**src/rtl/cfu_simd_mac.sv**
```systemverilog
// Multi-cycle packed-SIMD multiply-accumulate CFU with an accumulator file and a back-pressurable response.
// Optional saturation and status word: define CFU_SIMD_MAC_SAT_EN.
//
// state  | meaning
// S_IDLE | waiting for a command, cmd_ready = 1
// S_EXEC | MAC in progress, down-counter runs MAC_LAT-1 .. 0
// S_RESP | response held until rsp_ready; a new command may be accepted alongside
module cfu_simd_mac #(
  parameter int LANES   = 4,
  parameter int NUM_ACC = 4,
  parameter int ACC_W   = 32,
  parameter int MAC_LAT = 2
) (
  input  logic        clk,
  input  logic        reset,
  input  logic        cmd_valid,
  output logic        cmd_ready,
  input  logic [9:0]  cmd_payload_function_id,
  input  logic [31:0] cmd_payload_inputs_0,
  input  logic [31:0] cmd_payload_inputs_1,
  output logic        rsp_valid,
  input  logic        rsp_ready,
  output logic        rsp_payload_response_ok,
  output logic [31:0] rsp_payload_outputs_0
);

  localparam int LW    = 32 / LANES;
  localparam int PW    = LW + 10;
  localparam int SW    = LW + 12;
  localparam int EW    = ((LW > 9) ? LW : 9) + 1;
  localparam int AIW   = (NUM_ACC > 1) ? $clog2(NUM_ACC) : 1;
  localparam int NSLOT = 1 << AIW;

  localparam logic [2:0] OP_SEL    = 3'd0;
  localparam logic [2:0] OP_SETOFF = 3'd1;
  localparam logic [2:0] OP_MAC    = 3'd2;
  localparam logic [2:0] OP_READ   = 3'd3;
  localparam logic [2:0] OP_CLEAR  = 3'd4;
  localparam logic [2:0] OP_WRITE  = 3'd5;
`ifdef CFU_SIMD_MAC_SAT_EN
  localparam logic [2:0] OP_STAT   = 3'd6;
`endif

  typedef enum logic [1:0] {S_IDLE, S_EXEC, S_RESP} state_t;

  state_t             state_q, state_d;
  logic [2:0]         op_q;
  logic [6:0]         idx_q;
  logic [31:0]        a_q, b_q;
  logic [2:0]         cnt_q;
  logic signed [8:0]  off_q;
  logic [ACC_W-1:0]   acc_q [NSLOT];
  logic [31:0]        out_q;
  logic               ok_q;
`ifdef CFU_SIMD_MAC_SAT_EN
  logic               sat_q;
  logic               stat_clr;
`endif

  logic [2:0]         cmd_f3;
  logic [6:0]         cmd_f7;
  logic               accept;
  logic               cmd_idx_ok, exec_idx_ok;
  logic [AIW-1:0]     cmd_slot, exec_slot;

  logic [31:0]        imm_out;
  logic               imm_ok, off_we, acc_we;
  logic [ACC_W-1:0]   acc_wdata;
  logic signed [SW-1:0] mac_sum;
  logic [ACC_W-1:0]   mac_val;

  assign cmd_f3      = cmd_payload_function_id[2:0];
  assign cmd_f7      = cmd_payload_function_id[9:3];
  assign cmd_slot    = cmd_f7[AIW-1:0];
  assign exec_slot   = idx_q[AIW-1:0];
  assign cmd_idx_ok  = cmd_f7 < 7'(NUM_ACC);
  assign exec_idx_ok = idx_q < 7'(NUM_ACC);
  assign accept      = cmd_valid & cmd_ready;

  assign rsp_valid               = (state_q == S_RESP);
  assign rsp_payload_outputs_0   = out_q;
  assign rsp_payload_response_ok = ok_q;

  always_comb begin
    cmd_ready = 1'b0;
    case (state_q)
      S_IDLE:  cmd_ready = 1'b1;
      S_RESP:  cmd_ready = rsp_ready;
      default: cmd_ready = 1'b0;
    endcase
  end

  // Lane product truncated to LW+10 bits, lane sum kept at LW+12 bits.
  function automatic logic signed [SW-1:0] lane_mac_sum(input logic [31:0] a, input logic [31:0] b,
                                                        input logic signed [8:0] off);
    logic signed [LW-1:0]    a_l, b_l;
    logic signed [EW-1:0]    a_off;
    logic signed [EW+LW-1:0] prod_full;
    logic signed [PW-1:0]    prod;
    logic signed [SW-1:0]    sum;
    sum = '0;
    for (int i = 0; i < LANES; i++) begin
      a_l       = a[i*LW +: LW];
      b_l       = b[i*LW +: LW];
      a_off     = EW'(a_l) + EW'(off);
      prod_full = (EW+LW)'(a_off) * (EW+LW)'(b_l);
      prod      = PW'(prod_full);
      sum       = sum + SW'(prod);
    end
    return sum;
  endfunction

  assign mac_sum = lane_mac_sum(a_q, b_q, off_q);

`ifdef CFU_SIMD_MAC_SAT_EN
  logic signed [ACC_W:0] mac_total;
  logic                  mac_ovf;
  always_comb begin
    mac_total = $signed({acc_q[exec_slot][ACC_W-1], acc_q[exec_slot]}) + (ACC_W+1)'(mac_sum);
    mac_ovf   = mac_total[ACC_W] ^ mac_total[ACC_W-1];
    mac_val   = mac_total[ACC_W-1:0];
    if (mac_ovf)
      mac_val = mac_total[ACC_W] ? {1'b1, {(ACC_W-1){1'b0}}} : {1'b0, {(ACC_W-1){1'b1}}};
  end
`else
  always_comb mac_val = acc_q[exec_slot] + ACC_W'(mac_sum);
`endif

  // Single-cycle commands resolve at accept, straight from the bus.
  always_comb begin
    imm_out   = '0;
    imm_ok    = 1'b0;
    off_we    = 1'b0;
    acc_we    = 1'b0;
    acc_wdata = '0;
`ifdef CFU_SIMD_MAC_SAT_EN
    stat_clr  = 1'b0;
`endif
    case (cmd_f3)
      OP_SEL: begin
        imm_out = cmd_f7[0] ? cmd_payload_inputs_1 : cmd_payload_inputs_0;
        imm_ok  = 1'b1;
      end
      OP_SETOFF: begin
        imm_out = 32'(off_q);
        imm_ok  = 1'b1;
        off_we  = 1'b1;
      end
      OP_READ: if (cmd_idx_ok) begin
        imm_out = acc_q[cmd_slot];
        imm_ok  = 1'b1;
      end
      OP_CLEAR: if (cmd_idx_ok) begin
        imm_out = acc_q[cmd_slot];
        imm_ok  = 1'b1;
        acc_we  = 1'b1;
      end
      OP_WRITE: if (cmd_idx_ok) begin
        imm_out   = acc_q[cmd_slot];
        imm_ok    = 1'b1;
        acc_we    = 1'b1;
        acc_wdata = cmd_payload_inputs_0;
      end
`ifdef CFU_SIMD_MAC_SAT_EN
      OP_STAT: begin
        imm_out  = {sat_q, 31'b0};
        imm_ok   = 1'b1;
        stat_clr = 1'b1;
      end
`endif
      default: ;
    endcase
  end

  always_ff @(posedge clk) begin
    if (reset) state_q <= S_IDLE;
    else       state_q <= state_d;
  end

  always_comb begin
    state_d = state_q;
    case (state_q)
      S_IDLE: if (accept) state_d = (cmd_f3 == OP_MAC) ? S_EXEC : S_RESP;
      S_EXEC: if (cnt_q == 3'd0) state_d = S_RESP;
      S_RESP: begin
        if (accept)         state_d = (cmd_f3 == OP_MAC) ? S_EXEC : S_RESP;
        else if (rsp_ready) state_d = S_IDLE;
      end
      default: state_d = S_IDLE;
    endcase
  end

  always_ff @(posedge clk) begin
    if (reset) begin
      op_q  <= '0;
      idx_q <= '0;
      a_q   <= '0;
      b_q   <= '0;
      cnt_q <= '0;
      off_q <= '0;
      out_q <= '0;
      ok_q  <= 1'b0;
      for (int i = 0; i < NSLOT; i++) acc_q[i] <= '0;
`ifdef CFU_SIMD_MAC_SAT_EN
      sat_q <= 1'b0;
`endif
    end else begin
      if (accept) begin
        op_q  <= cmd_f3;
        idx_q <= cmd_f7;
        a_q   <= cmd_payload_inputs_0;
        b_q   <= cmd_payload_inputs_1;
        if (cmd_f3 == OP_MAC) begin
          cnt_q <= 3'(MAC_LAT - 1);
        end else begin
          out_q <= imm_out;
          ok_q  <= imm_ok;
          if (off_we) off_q <= cmd_payload_inputs_0[8:0];
          if (acc_we) acc_q[cmd_slot] <= acc_wdata;
`ifdef CFU_SIMD_MAC_SAT_EN
          if (stat_clr) sat_q <= 1'b0;
`endif
        end
      end
      // The final EXEC cycle commits the accumulator and the response together.
      if (state_q == S_EXEC) begin
        if (cnt_q != 3'd0) begin
          cnt_q <= cnt_q - 3'd1;
        end else if (op_q == OP_MAC && exec_idx_ok) begin
          acc_q[exec_slot] <= mac_val;
          out_q            <= mac_val;
          ok_q             <= 1'b1;
`ifdef CFU_SIMD_MAC_SAT_EN
          if (mac_ovf) sat_q <= 1'b1;
`endif
        end else begin
          out_q <= '0;
          ok_q  <= 1'b0;
        end
      end
    end
  end

endmodule

```
**config.mk**
```make
export PLATFORM = sky130hd
export DESIGN_NAME = cfu_simd_mac
export DESIGN_NICKNAME = d
export VERILOG_FILES = /design/src/rtl/cfu_simd_mac.sv
export SDC_FILE = /design/constraint.sdc
export NUM_CORES = 2
export LEC_CHECK = 0
export BUFFER_PORTS_ARGS = -buffer_cell sky130_fd_sc_hd__clkbuf_2
export CORE_MARGIN = 8
export CORE_UTILIZATION = 60
export DETAILED_ROUTE_END_ITERATION = 8
export PLACE_DENSITY = 0.82
export SLEW_MARGIN = 30
export SYNTH_ARGS = -nofsm -noshare
export SYNTH_HDL_FRONTEND = slang
export SYNTH_SLANG_ARGS = --single-unit
```
**constraint.sdc**
```tcl
create_clock -name clk -period 13.9 [get_ports clk]
set_clock_uncertainty 0.15 [all_clocks]
set_input_delay 2.78 -clock clk [delete_from_list [all_inputs] [get_ports clk]]
set_output_delay 2.78 -clock clk [all_outputs]
set_load 0.05 [all_outputs]
```
==> metrics.txt <==
status=finished clean; WHS Endpoint=op_q[1]$_SDFFE_PP0P_; Die Y=231 um; core area=45500 um2; top-area cell type share of the netlist area=27.5%; Initial Utilization=61.0%; CTS Hold Buffers Added=0; routed len/inst=23.1 um; H-tree Lvls=1; CTS Buf Count=25; Power Density=170 nW/um2; critical-path maximum fanout=8; final instance area=29700 um2; worst min-delay path category=reg2reg; Critical Path AT=12.36 ns; Synth Instances=2866; clk slew on worst S/H paths=0.07 ns; buffers added on ports=112; Remaining DRCs=0; sequential fraction of the synthesis area=22.7%; antenna violations before repair=1; r2r setup slk=1.66 ns; reg-to-reg endpoint=acc_q[2][29]$_SDFFCE_PN0P_; Cell Area, Synth=27700 um2; I/O pin cnt=113; Synth Register Bits=251; 1st-iter DRT viols=1779; Setup TNS=0 ns; fin crit period=12.24 ns; Ant. Diodes=0; via/cell ratio=6.06; FMAX=0.0817 GHz; synth-to-layout area growth=7.05%; Die Area=53400 um2; Syn Nets=3497; DIE WIDTH=231 um; CTS tree=built; Root Buffer=clkbuf_16; row cnt=78; setup bufs post-CTS=0; synth warn=0; Pleak=0.0140 uW; grt total ovfl=0; maximum vdd ir drop=0.270 mV; router iterations before antenna repair=5; unique cell type count in the Yosys netlist=78; most frequent cells in the layout=inv_1, fa_1, nand2_1; layout cells sized above 1=9.91%; RSZ-0062 raised after global routing=no; nets=3540; wire length of the first global-routing pass=127 mm; Final setup viols=0; Worst path max stage delay=0.58 ns; Final Max Slew Viols=0; R2R depth=41; via count=21.4k; largest cells by area after synthesis=fa_1, edfxtp_1, dfxtp_1; clk_lat worst skew=0.56 ns; Primary FF master, synth=edfxtp_1; Sink Count=251; Crit path top cell by count=fa_1; Async S/R FF share, synth=0%; Worst setup EP type=flip-flop; Synth area leader=fa_1; Startpoint Class=flip-flop; hold path cells=2; synthesized area per cell=9.68 um2; period utilisation layout=88.1%; r2r startpoint=off_q[1]$_SDFFE_PP0P_; MaxCap Viol Count=0; Max-slew headroom=31.4%; vias in the first global route=22.7k; Crit path required time=14.02 ns; maximum clock path buffer count=3; post-cts resize count=0; Tot GR Track Use=30.7%; Slew @ Worst Pin=1.02 ns; most common cell after layout, fill and taps aside=inv_1; largest net degree at the start of global routing=99; GPL Wtd Cong=0.991; Antenna Violating Nets Remaining=0; Hold Violations, Final=0; min-delay src=op_q[1]$_SDFFE_PP0P_; post-detail-place hpwl=64.1 mm; Crit Path Class=reg2reg; DP Area=28800 um2; Crit-path slowest cell=fa_1; number of synthesized flops with an enable pin=128; Detailed Route WL=81.5 mm
## Yosys cell counts, drive strengths merged (36+ instances only)
cell type	n
inv	512
fa	381
nand2	318
and2	183
ha	172
nor2	170
a21oi	162
edfxtp	128
dfxtp	123
clkbuf	97
xnor2	73
o21ai	69
mux4	64
mux2i	44
nor2b	37
a22oi	36
## per-stage QoR
step	utilization, %	hold slack (ns)	total power, uW	cells	setup WS [ns]
after floorplan	-	0.282	3450	2866	3.06
after global placement	63.4	0.294	4200	3482	2.12
after detailed placement	63.4	0.298	4260	3482	1.73
after CTS	65.3	0.307	4990	3527	1.70
after global routing	65.3	0.327	5390	3527	0.978
final	65.3	0.307	5060	3527	1.66
## worst max path at each step
stage          cells past startpoint                    endpoint                  start  slack [ns]
2_1_floorplan                     40  acc_q[2][26]$_SDFFCE_PN0P_  off_q[1]$_SDFFE_PP0P_        3.06
4_1_cts                           41  acc_q[2][26]$_SDFFCE_PN0P_  off_q[1]$_SDFFE_PP0P_        1.70
3_3_place_gp                      41  acc_q[2][26]$_SDFFCE_PN0P_  off_q[1]$_SDFFE_PP0P_        2.12
5_1_grt                           41  acc_q[0][25]$_SDFFCE_PN0P_  off_q[1]$_SDFFE_PP0P_        0.98
3_5_place_dp                      41  acc_q[2][26]$_SDFFCE_PN0P_  off_q[1]$_SDFFE_PP0P_        1.73
6_report                          41  acc_q[2][29]$_SDFFCE_PN0P_  off_q[1]$_SDFFE_PP0P_        1.66
## power by group
part	switching (uW)	leakage, uW	internal (uW)	total (uW)
combinational	2130	0.0112	1380	3500
clock	305	0.000419	404	709
sequential	43.0	0.00233	808	851
total	2470	0.0140	2590	5060
## cell type report
type	count	area, um2
Multi-Input combinational cell	1976	19100
Fill cell	3637	15800
Timing Repair Buffer	142	795
Clock inverter	11	129
Clock buffer	34	722
Sequential cell	251	6310
Tap cell	600	751
Inverter	513	1930
## metal layers
layer	track usage, %	wire, um	vias to the layer above
met5	0	13	-
met4	12.8	3670	2
met3	5.34	8230	253
met2	51.7	39000	1179
met1	39.2	30600	10652
li1	-	-	9285
## critical path: cells and delay by family, from the launching register on
family	cells	cell delay [ns]
adders and majority gates	11	4.85
AOI/OAI and AO/OA	18	4.22
and+or+nand+nor	7	1.81
DFF	1	0.52
buffers and inverters	4	0.30
xor gates and xnor gates	1	0.09
## sequential cells by signal, indices dropped and copies added (netlist names), 2 cells and up, named ones only
signal and count:
acc_q 128, rsp_payload_outputs_0 32, a_q 32, off_q 9
idx_q 7, state_q 2, cnt_q 3, op_q 3
b_q 32
## cells by family (layout without fill, tap and decap cells)
group                      count (synthesis)  after routing  synth area share (%)
AOI/OAI and AO/OA                        421            421                  9.67
and+or+nand+nor                          801            801                  13.7
muxes                                    111            111                  6.91
adders and majority gates                554            554                  35.3
xor gates and xnor gates                  89             89                  2.95
DFF                                      251            251                  22.7
buffers and inverters                    639            700                  8.75
(Power assumes the default switching activity.)
